===== config.mk =====
export PLATFORM = sky130hd
export DESIGN_NAME = fp_subtractor_seq
export DESIGN_NICKNAME = d
export VERILOG_FILES = /design/src/rtl/fp_subtractor_seq.sv
export SDC_FILE = /design/constraint.sdc
export NUM_CORES = 1
export LEC_CHECK = 0
export CORE_ASPECT_RATIO = 0.7
export CORE_MARGIN = 2
export CORE_UTILIZATION = 45
export CTS_CLUSTER_DIAMETER = 150
export DETAILED_ROUTE_END_ITERATION = 8
export GPL_ROUTABILITY_DRIVEN = 0
export MAX_ROUTING_LAYER = met4
export PLACE_DENSITY = 0.72
export SLEW_MARGIN = 0
export SYNTH_ARGS = -nofsm -noshare
export SYNTH_HDL_FRONTEND = slang
export SYNTH_SLANG_ARGS = --single-unit

===== constraint.sdc =====
create_clock -name clk -period 5.53 [get_ports clk]
set_clock_uncertainty 0.2 [all_clocks]
set_input_delay 1.106 -clock clk [delete_from_list [all_inputs] [get_ports clk]]
set_output_delay 1.106 -clock clk [all_outputs]
set_load 0.1 [all_outputs]

===== src/rtl/fp_subtractor_seq.sv =====
// rtl/fp_subtractor_seq.sv - multi-cycle truncating single-precision subtractor (a - b)
// Optional FP_SUB_ADD_MODE_EN adds an op input: op=1 computes a + b instead.
module fp_subtractor_seq #(
  parameter int EXP_W = 8,
  parameter int MAN_W = 23
) (
  input  logic                   clk,
  input  logic                   rst,
  input  logic                   start,
`ifdef FP_SUB_ADD_MODE_EN
  input  logic                   op,
`endif
  input  logic [EXP_W+MAN_W:0]   a,
  input  logic [EXP_W+MAN_W:0]   b,
  output logic                   busy,
  output logic                   done,
  output logic [EXP_W+MAN_W:0]   result,
  output logic                   zero,
  output logic                   ovf,
  output logic                   unf,
  output logic                   nan
);

  localparam int W = 1 + EXP_W + MAN_W;
  localparam logic [EXP_W-1:0] EXP_MAX = '1;

  typedef enum logic [2:0] {IDLE, ALIGN, ARITH, NORM, DONE} state_t;

  state_t             state, state_n;
  logic               s_x, s_y, s_x_n, s_y_n;
  logic [EXP_W-1:0]   e_x, e_y, e_x_n, e_y_n, e_inc, d;
  logic [MAN_W:0]     m_x, m_y, m_x_n, m_y_n;
  logic [MAN_W+1:0]   m, m_n;
  logic [W-1:0]       result_n;
  logic               zero_n, ovf_n, unf_n, nan_n;
  logic               b_sign_eff;

`ifdef FP_SUB_ADD_MODE_EN
  assign b_sign_eff = b[W-1] ^ ~op;
`else
  assign b_sign_eff = ~b[W-1];
`endif

  assign busy  = (state != IDLE);
  assign done  = (state == DONE);
  assign e_inc = e_x + EXP_W'(1);

  always_ff @(posedge clk) begin
    if (rst) begin
      state  <= IDLE;
      s_x    <= 1'b0;
      s_y    <= 1'b0;
      e_x    <= '0;
      e_y    <= '0;
      m_x    <= '0;
      m_y    <= '0;
      m      <= '0;
      result <= '0;
      zero   <= 1'b0;
      ovf    <= 1'b0;
      unf    <= 1'b0;
      nan    <= 1'b0;
    end else begin
      state  <= state_n;
      s_x    <= s_x_n;
      s_y    <= s_y_n;
      e_x    <= e_x_n;
      e_y    <= e_y_n;
      m_x    <= m_x_n;
      m_y    <= m_y_n;
      m      <= m_n;
      result <= result_n;
      zero   <= zero_n;
      ovf    <= ovf_n;
      unf    <= unf_n;
      nan    <= nan_n;
    end
  end

  always_comb begin
    state_n  = state;
    s_x_n    = s_x;
    s_y_n    = s_y;
    e_x_n    = e_x;
    e_y_n    = e_y;
    m_x_n    = m_x;
    m_y_n    = m_y;
    m_n      = m;
    result_n = result;
    zero_n   = zero;
    ovf_n    = ovf;
    unf_n    = unf;
    nan_n    = nan;
    d        = '0;
    case (state)
      IDLE: begin
        if (start) begin
          s_x_n   = a[W-1];
          e_x_n   = a[W-2:MAN_W];
          m_x_n   = (a[W-2:MAN_W] == '0) ? '0 : {1'b1, a[MAN_W-1:0]};
          s_y_n   = b_sign_eff;
          e_y_n   = b[W-2:MAN_W];
          m_y_n   = (b[W-2:MAN_W] == '0) ? '0 : {1'b1, b[MAN_W-1:0]};
          state_n = ALIGN;
        end
      end
      ALIGN: begin
        if (e_x == EXP_MAX || e_y == EXP_MAX) begin
          result_n = {1'b0, EXP_MAX, 1'b1, {(MAN_W-1){1'b0}}};
          zero_n   = 1'b0;
          ovf_n    = 1'b0;
          unf_n    = 1'b0;
          nan_n    = 1'b1;
          state_n  = DONE;
        end else begin
          // X always ends up holding the larger magnitude, so mx-my never goes negative
          if ({e_y, m_y} > {e_x, m_x}) begin
            s_x_n = s_y;
            e_x_n = e_y;
            m_x_n = m_y;
            s_y_n = s_x;
            d     = e_y - e_x;
            m_y_n = (d >= EXP_W'(MAN_W + 1)) ? '0 : (m_x >> d);
          end else begin
            d     = e_x - e_y;
            m_y_n = (d >= EXP_W'(MAN_W + 1)) ? '0 : (m_y >> d);
          end
          state_n = ARITH;
        end
      end
      ARITH: begin
        m_n     = (s_x == s_y) ? ({1'b0, m_x} + {1'b0, m_y})
                               : ({1'b0, m_x} - {1'b0, m_y});
        state_n = NORM;
      end
      NORM: begin
        zero_n = 1'b0;
        ovf_n  = 1'b0;
        unf_n  = 1'b0;
        nan_n  = 1'b0;
        if (m == '0) begin
          result_n = '0;
          zero_n   = 1'b1;
          state_n  = DONE;
        end else if (m[MAN_W+1]) begin
          e_x_n = e_inc;
          m_n   = m >> 1;
          if (e_inc == EXP_MAX) begin
            result_n = {s_x, EXP_MAX, {MAN_W{1'b0}}};
            ovf_n    = 1'b1;
          end else begin
            result_n = {s_x, e_inc, m[MAN_W:1]};
          end
          state_n = DONE;
        end else if (m[MAN_W]) begin
          result_n = {s_x, e_x, m[MAN_W-1:0]};
          state_n  = DONE;
        end else if (e_x == EXP_W'(1)) begin
          result_n = {s_x, {(W-1){1'b0}}};
          zero_n   = 1'b1;
          unf_n    = 1'b1;
          state_n  = DONE;
        end else begin
          // flags are only committed on the cycle that enters DONE
          zero_n = zero;
          ovf_n  = ovf;
          unf_n  = unf;
          nan_n  = nan;
          m_n    = m << 1;
          e_x_n  = e_x - EXP_W'(1);
        end
      end
      DONE: begin
        state_n = IDLE;
      end
      default: begin
        state_n = IDLE;
      end
    endcase
  end

endmodule

==> run_results.csv, run 1 <==
group,metric,value,unit
status,status,"finished clean",
clock_network,cts_tree,"done",
setup_path,slowest_stage,"a21boi_4",
cells_and_area,area_growth,15.4,%
sta,max_slew_margin,0.179,
route,ant_nets,0,
clock_network,holdBufCountCts,0,
logic_synthesis,synth_top_area_frac,0.220,
setup_path,path_buf_inv,2,
sta,timing.final.crit_share,0.800,
power_and_ir_drop,p_total,0.00674,W
logic_synthesis,synthCells,1551,
logic_synthesis,synth-seq-cells,130,
setup_path,path_cells,"inv_1, ha_1, nand3_1, or3_1, or3b_1, a31oi_4, o21ai_4, a21boi_4, buf_4, nor2_1, a211oi_1",
sta,whs,0.256,ns
setup_path,r2r_slack,1.11,ns
setup_path,cp-endpoint,"m_x[6]",
worst_hold_path,hp-class,"register to register",
cells_and_area,drive_above_1_share,0.0759,
logic_synthesis,synth.area.top_cells,"dfxtp_1 22%, ha_1 7.4%, nor2_1 6.0%",
sta,worstMarginPinSlew,1.23,ns
sta,maxSlewViolCount,0,
cells_and_area,nNetsFinal,1722,
route,drt_iter0_drc,1845,
route,vias,12600,
floorplan,dieArea,27600,um2
floorplan,die_w,198,um
power_and_ir_drop,leakagePower,5.16,nW
sta,finalHoldViolations,0,
floorplan,fp.coreArea,25700,um2
global_routing,grt_max_degree,92,
setup_path,required,5.68,ns
cells_and_area,instances_no_fill,1925,
floorplan,fp.dieH,140,um
power_and_ir_drop,ir_drop,0.290,mV
sta,setup_viol,0,
setup_path,cp.depth,11,
floorplan,ioPinCount,105,
sta,period_needed,4.42,ns
route,drc_errors,0,
logic_synthesis,synth_edf_count,0,
sta,max_freq,226,MHz
setup_path,crit_arrival,4.57,ns
logic_synthesis,synth.avg_cell_area,7.63,um2
clock_network,cts_num_sinks,130,
clock_network,htreeDepth,4,
clock_network,cts_buffer_depth,2,
global_routing,grt_pass1_wl,63100,um
place,dp.cells,1894,
logic_synthesis,ys_seq_area_frac,0.220,
setup_path,r2r_start,"e_x[3]",
clock_network,cts.clk_slew.worst_paths,0.06,ns
floorplan,initial_utilization,0.460,
logic_synthesis,synth_nets,1691,
clock_network,clk_latency,0.44,ns
logic_synthesis,syn_area,11800,um2
sta,rsz0062_at_grt,"false",
clock_network,cts_made_buffers,17,
route,first_pass_iters,6,
cells_and_area,final_util,0.530,
route,via_per_inst,6.56,
job,maxCapViolCount,0,
place,dp_hpwl,28900,um
logic_synthesis,synth_cell_types,86,
cells_and_area,n_antenna_cell,0,
logic_synthesis,async_reset_ff_frac,0,
global_routing,grt-ovfl-total,0,
floorplan,floorplan.rows,49,
global_routing,grt_pass1_vias,11300,
setup_path,r2r_end,"m_x[6]",
setup_path,worst_setup_path_start_kind,"register",
worst_hold_path,worstHoldStart,"zero",
logic_synthesis,synth_top_area_cell,"dfxtp_1",
logic_synthesis,yosysWarnings,0,
setup_path,critical_path.top_delay_family,"compound AO/OA/AOI/OAI gates",
place,portBuffers,104,
global_routing,antenna_found_initial,0,
sta,fin_setup_tns,0,ns
setup_path,path_class,"register to register",
global_routing,grt_usage,0.296,
power_and_ir_drop,p_per_area,494,nW/um2
route,wl_per_cell,20.7,um
logic_synthesis,synth-main-ff-cell,"dfxtp_1",
clock_network,cts_resized,0,
clock_network,cts-root-buf,"clkbuf_16",
clock_network,postCtsSetupRepairBufs,0,
route,routed_wl,39900,um
setup_path,rr_worst_depth,11,
setup_path,slowest_delay,0.74,ns
setup_path,end_kind,"register",
setup_path,critPathLaunch,"e_x[3]",
setup_path,cp_max_fo,33,
-- worst min-delay path: stages, from the launching register on --
cell     delay, ns
dfxtp_1       0.31
nand2_1       0.05
a21oi_1       0.05
-- placed cells by master, fill, tap and decap left out, types with 43 or more instances in the layout --
master / count
nand3_1: 43
a21oi_1: 111
o21ai_0: 49
ha_1: 69
nand2_1: 146
nor2_1: 190
a211oi_1: 68
inv_1: 61
mux2i_1: 45
clkdlybuf4s50_1: 103
a22oi_1: 61
dfxtp_1: 130
-- how the worst min path moves through the flow --
| stage | endpoint | slack [ns] | cells after the start |
|---|---|---|---|
| global route | zero | 0.28 | 2 |
| CTS | zero | 0.26 | 2 |
| global placement | zero | 0.25 | 2 |
| floorplan | e_y[7] | 0.27 | 2 |
| finish | zero | 0.26 | 2 |
| detailed placement | zero | 0.25 | 2 |
-- per-stage QoR --
stage,cell area [um2],worst slack (ns)
floorplan,11800,1.65
global placement,13100,1.35
detailed placement,13100,1.20
CTS,13700,1.18
global route,13700,0.721
finish,13700,1.11
-- power by group --
group          internal, W  switching [W]  total [W]
logic              0.00156        0.00261    0.00416
clock network     0.000727       0.000450    0.00118
registers          0.00108       0.000321    0.00140
-- cells in the mapped netlist, drive strengths merged, types with 21 or more instances --
| cell type | number |
|---|---|
| nor2 | 191 |
| mux4 | 21 |
| xnor2 | 42 |
| a22o | 27 |
| mux2i | 45 |
| ha | 70 |
| a221oi | 33 |
| nand3 | 43 |
| a22oi | 61 |
| dfxtp | 130 |
| nand2 | 147 |
| a21oi | 115 |
| xor2 | 21 |
| inv | 61 |
| a211oi | 68 |
| clkbuf | 93 |
| nor3 | 39 |
| buf | 31 |
| o21ai | 52 |
-- flip-flops by register name, indices dropped and copies added, names as in the netlist, 3 cells and up --
signal and flops:
state 3, e_y 8, e_x 8, result 32, m_x 24, m 25, m_y 24
-- metal layers --
metal  GRT usage  part of all wire
met5           -                 0
met4      0.0819             0.024
met2       0.415              0.42
met1       0.414              0.44
met3      0.0800              0.12
-- logic make-up (layout without fill, tap and decap cells) --
kind of cell	Yosys count	count (layout)	share of synthesized area
xor gates and xnor gates	63	63	0.0466
buffers and inverters	185	228	0.0627
muxes	75	75	0.0866
and+or+nand+nor	526	526	0.206
adders and majority gates	73	73	0.0791
AOI/OAI and AO/OA	499	499	0.300
DFF	130	130	0.220
-- area by class of cell --
type | instances | area (um2)
fill | 2472 | 12100
multi-input combinational | 1236 | 8540
sequential | 130 | 2600
timing repair buffer | 136 | 1280
clock buffer | 21 | 460
tap | 331 | 414
inverter | 61 | 229
clock inverter | 10 | 134
No activity file was read; power rests on OpenSTA's default activity.
==> inputs of run 2 (changes only) <==
PLACE_DENSITY = 0.74   (was 0.72)
clock period = 3.6 ns   (was 5.53 ns; I/O delays follow)
==> run_results.csv, run 2 (same netlist as run 1, synthesis figures left out) <==
group,metric,value,unit
status,violations,"setup timing",
setup_path,crit_arrival,3.78,ns
sta,finalHoldViolations,0,
setup_path,cp_max_fo,4,
setup_path,path_cells,"buf_4, nor3_4, nand2_2, nor3_4, buf_4, a21oi_1, xor2_1, ha_1, and4_1, o211ai_1, a21oi_2, nor2_4, or3_4, a2111oi_2, a311oi_1, a211oi_1",
floorplan,die_w,198,um
setup_path,worst_setup_path_start_kind,"register",
cells_and_area,largest_register_ff_count,32,
setup_path,slowest_stage,"or3_4",
cells_and_area,instances_no_fill,2123,
sta,worstMarginPinSlew,1.16,ns
sta,timing.final.ws_setup,-0.0190,ns
global_routing,grt_usage,0.316,
clock_network,htreeDepth,4,
route,ant_nets,0,
clock_network,cts-root-buf,"clkbuf_16",
cells_and_area,nNetsFinal,1919,
clock_network,cts_buffer_depth,2,
clock_network,cts.clk_slew.worst_paths,0.06,ns
route,drt_iter0_drc,1789,
floorplan,ioPinCount,105,
clock_network,clk_latency,0.46,ns
cells_and_area,regArea,2610,um2
global_routing,grt_max_degree,64,
global_routing,grt_pass1_vias,12500,
setup_path,path_class,"register to register",
cells_and_area,reg_top3,"result x32, m x25",
setup_path,required,3.76,ns
cells_and_area,nFillCells,2207,
route,wl_per_cell,20.7,um
job,maxCapViolCount,0,
sta,period_needed,3.62,ns
power_and_ir_drop,p_per_area,774,nW/um2
cells_and_area,area_growth,31.9,%
power_and_ir_drop,leakagePower,6.37,nW
sta,maxSlewViolCount,0,
sta,setup_viol,2,
status,status,"complete, but fails checks",
setup_path,path_buf_inv,2,
floorplan,initial_utilization,0.460,
route,vias,13700,
place,place_ws,-0.176,ns
cells_and_area,final_common_cell,"buf_4",
worst_hold_path,hp-class,"register to register",
cells_and_area,final_util,0.606,
sta,max_slew_margin,0.229,
route,via_per_inst,6.46,
place,portBuffers,104,
cells_and_area,multi_input_area,8960,um2
route,first_pass_iters,6,
setup_path,end_kind,"register",
floorplan,fp.dieH,140,um
route,drc_errors,0,
global_routing,antenna_found_initial,0,
sta,max_freq,276,MHz
route,routed_wl,44000,um
power_and_ir_drop,ir_drop,0.364,mV
sta,rsz0062_at_grt,"true",
place,dp.cells,2081,
global_routing,grt_pass1_wl,67200,um
cells_and_area,n_antenna_cell,0,
floorplan,floorplan.rows,49,
clock_network,cts_tree,"done",
floorplan,dieArea,27600,um2
clock_network,cts_num_sinks,130,
cells_and_area,drive_above_1_share,0.238,
place,dp_hpwl,32000,um
floorplan,fp.coreArea,25700,um2
power_and_ir_drop,p_total,0.0121,W
clock_network,cts_made_buffers,17,
cells_and_area,top_register,"result",
cells_and_area,final_cell_mix,"260 x buf_4, 185 x nor2_1, 143 x nand2_1",
setup_path,slowest_delay,0.41,ns
global_routing,grt-ovfl-total,0,
setup_path,critical_path.top_delay_family,"simple AND/OR/NAND/NOR gates",
sta,timing.final.crit_share,1.01,
==> run 2: layout make-up <==
cell class,instances,area share
repair buffers,333,0.177
clock inverters,10,0.00994
inverters,61,0.0147
clock buffers,22,0.0304
well taps,331,0.0265
multi-input cells,1236,0.574
flip-flops and latches,130,0.167
==> run 2: stage by stage <==
step | setup TNS, ns | cell area [um2] | hold WS, ns
after global placement | -0.103 | 14500 | 0.247
final | -0.0214 | 15600 | 0.271
after CTS | 0 | 15200 | 0.279
after detailed placement | -0.765 | 14500 | 0.259
after global routing | -1.28 | 15600 | 0.303
after floorplan | -0.178 | 11900 | 0.266
==> run 2: worst reg2reg max path, stage by stage, from the launching register on <==
cell and delay [ns]:
dfxtp_2 0.33, buf_4 0.15, nor3_4 0.18, nand2_2 0.10
nor3_4 0.17, buf_4 0.16, a21oi_1 0.10, xor2_1 0.17
ha_1 0.33, and4_1 0.22, o211ai_1 0.13, a21oi_2 0.20
nor2_4 0.07, or3_4 0.41, a2111oi_2 0.31, a311oi_1 0.08
a211oi_1 0.23
==> run 2: path summary, 6_finish.rpt <==
kind / from / to / slack, ns / cells after the start
max reg2reg: m_y[0] / m[20] / -0.02 / 16
min reg2reg: nan / nan / 0.27 / 2
max: m_y[0] / m[20] / -0.02 / 16
min: nan / nan / 0.27 / 2
==> run 2: layer usage <==
metal / global-route usage / up-vias / part of all wire
li1: - / 6248 / -
met1: 0.422 / 6424 / 0.41
met2: 0.452 / 893 / 0.43
met3: 0.0960 / 141 / 0.13
met4: 0.104 / 0 / 0.033
met5: - / - / 0
==> run 2: power breakdown <==
group / total (W) / internal, W / switching (W) / leakage (nW)
sequential: 0.00191 / 0.00167 / 0.000240 / 1.07
clock: 0.00192 / 0.00121 / 0.000707 / 0.306
combinational: 0.00826 / 0.00345 / 0.00481 / 5.00
==> run 2: repair_timing <==
action	in CTS	in global routing
cloned	0	1
pin swaps	2	30
endpoints found under the setup margin	13	34
buffers inserted	1	8
resized for setup	22	72
hold buffers	0	0
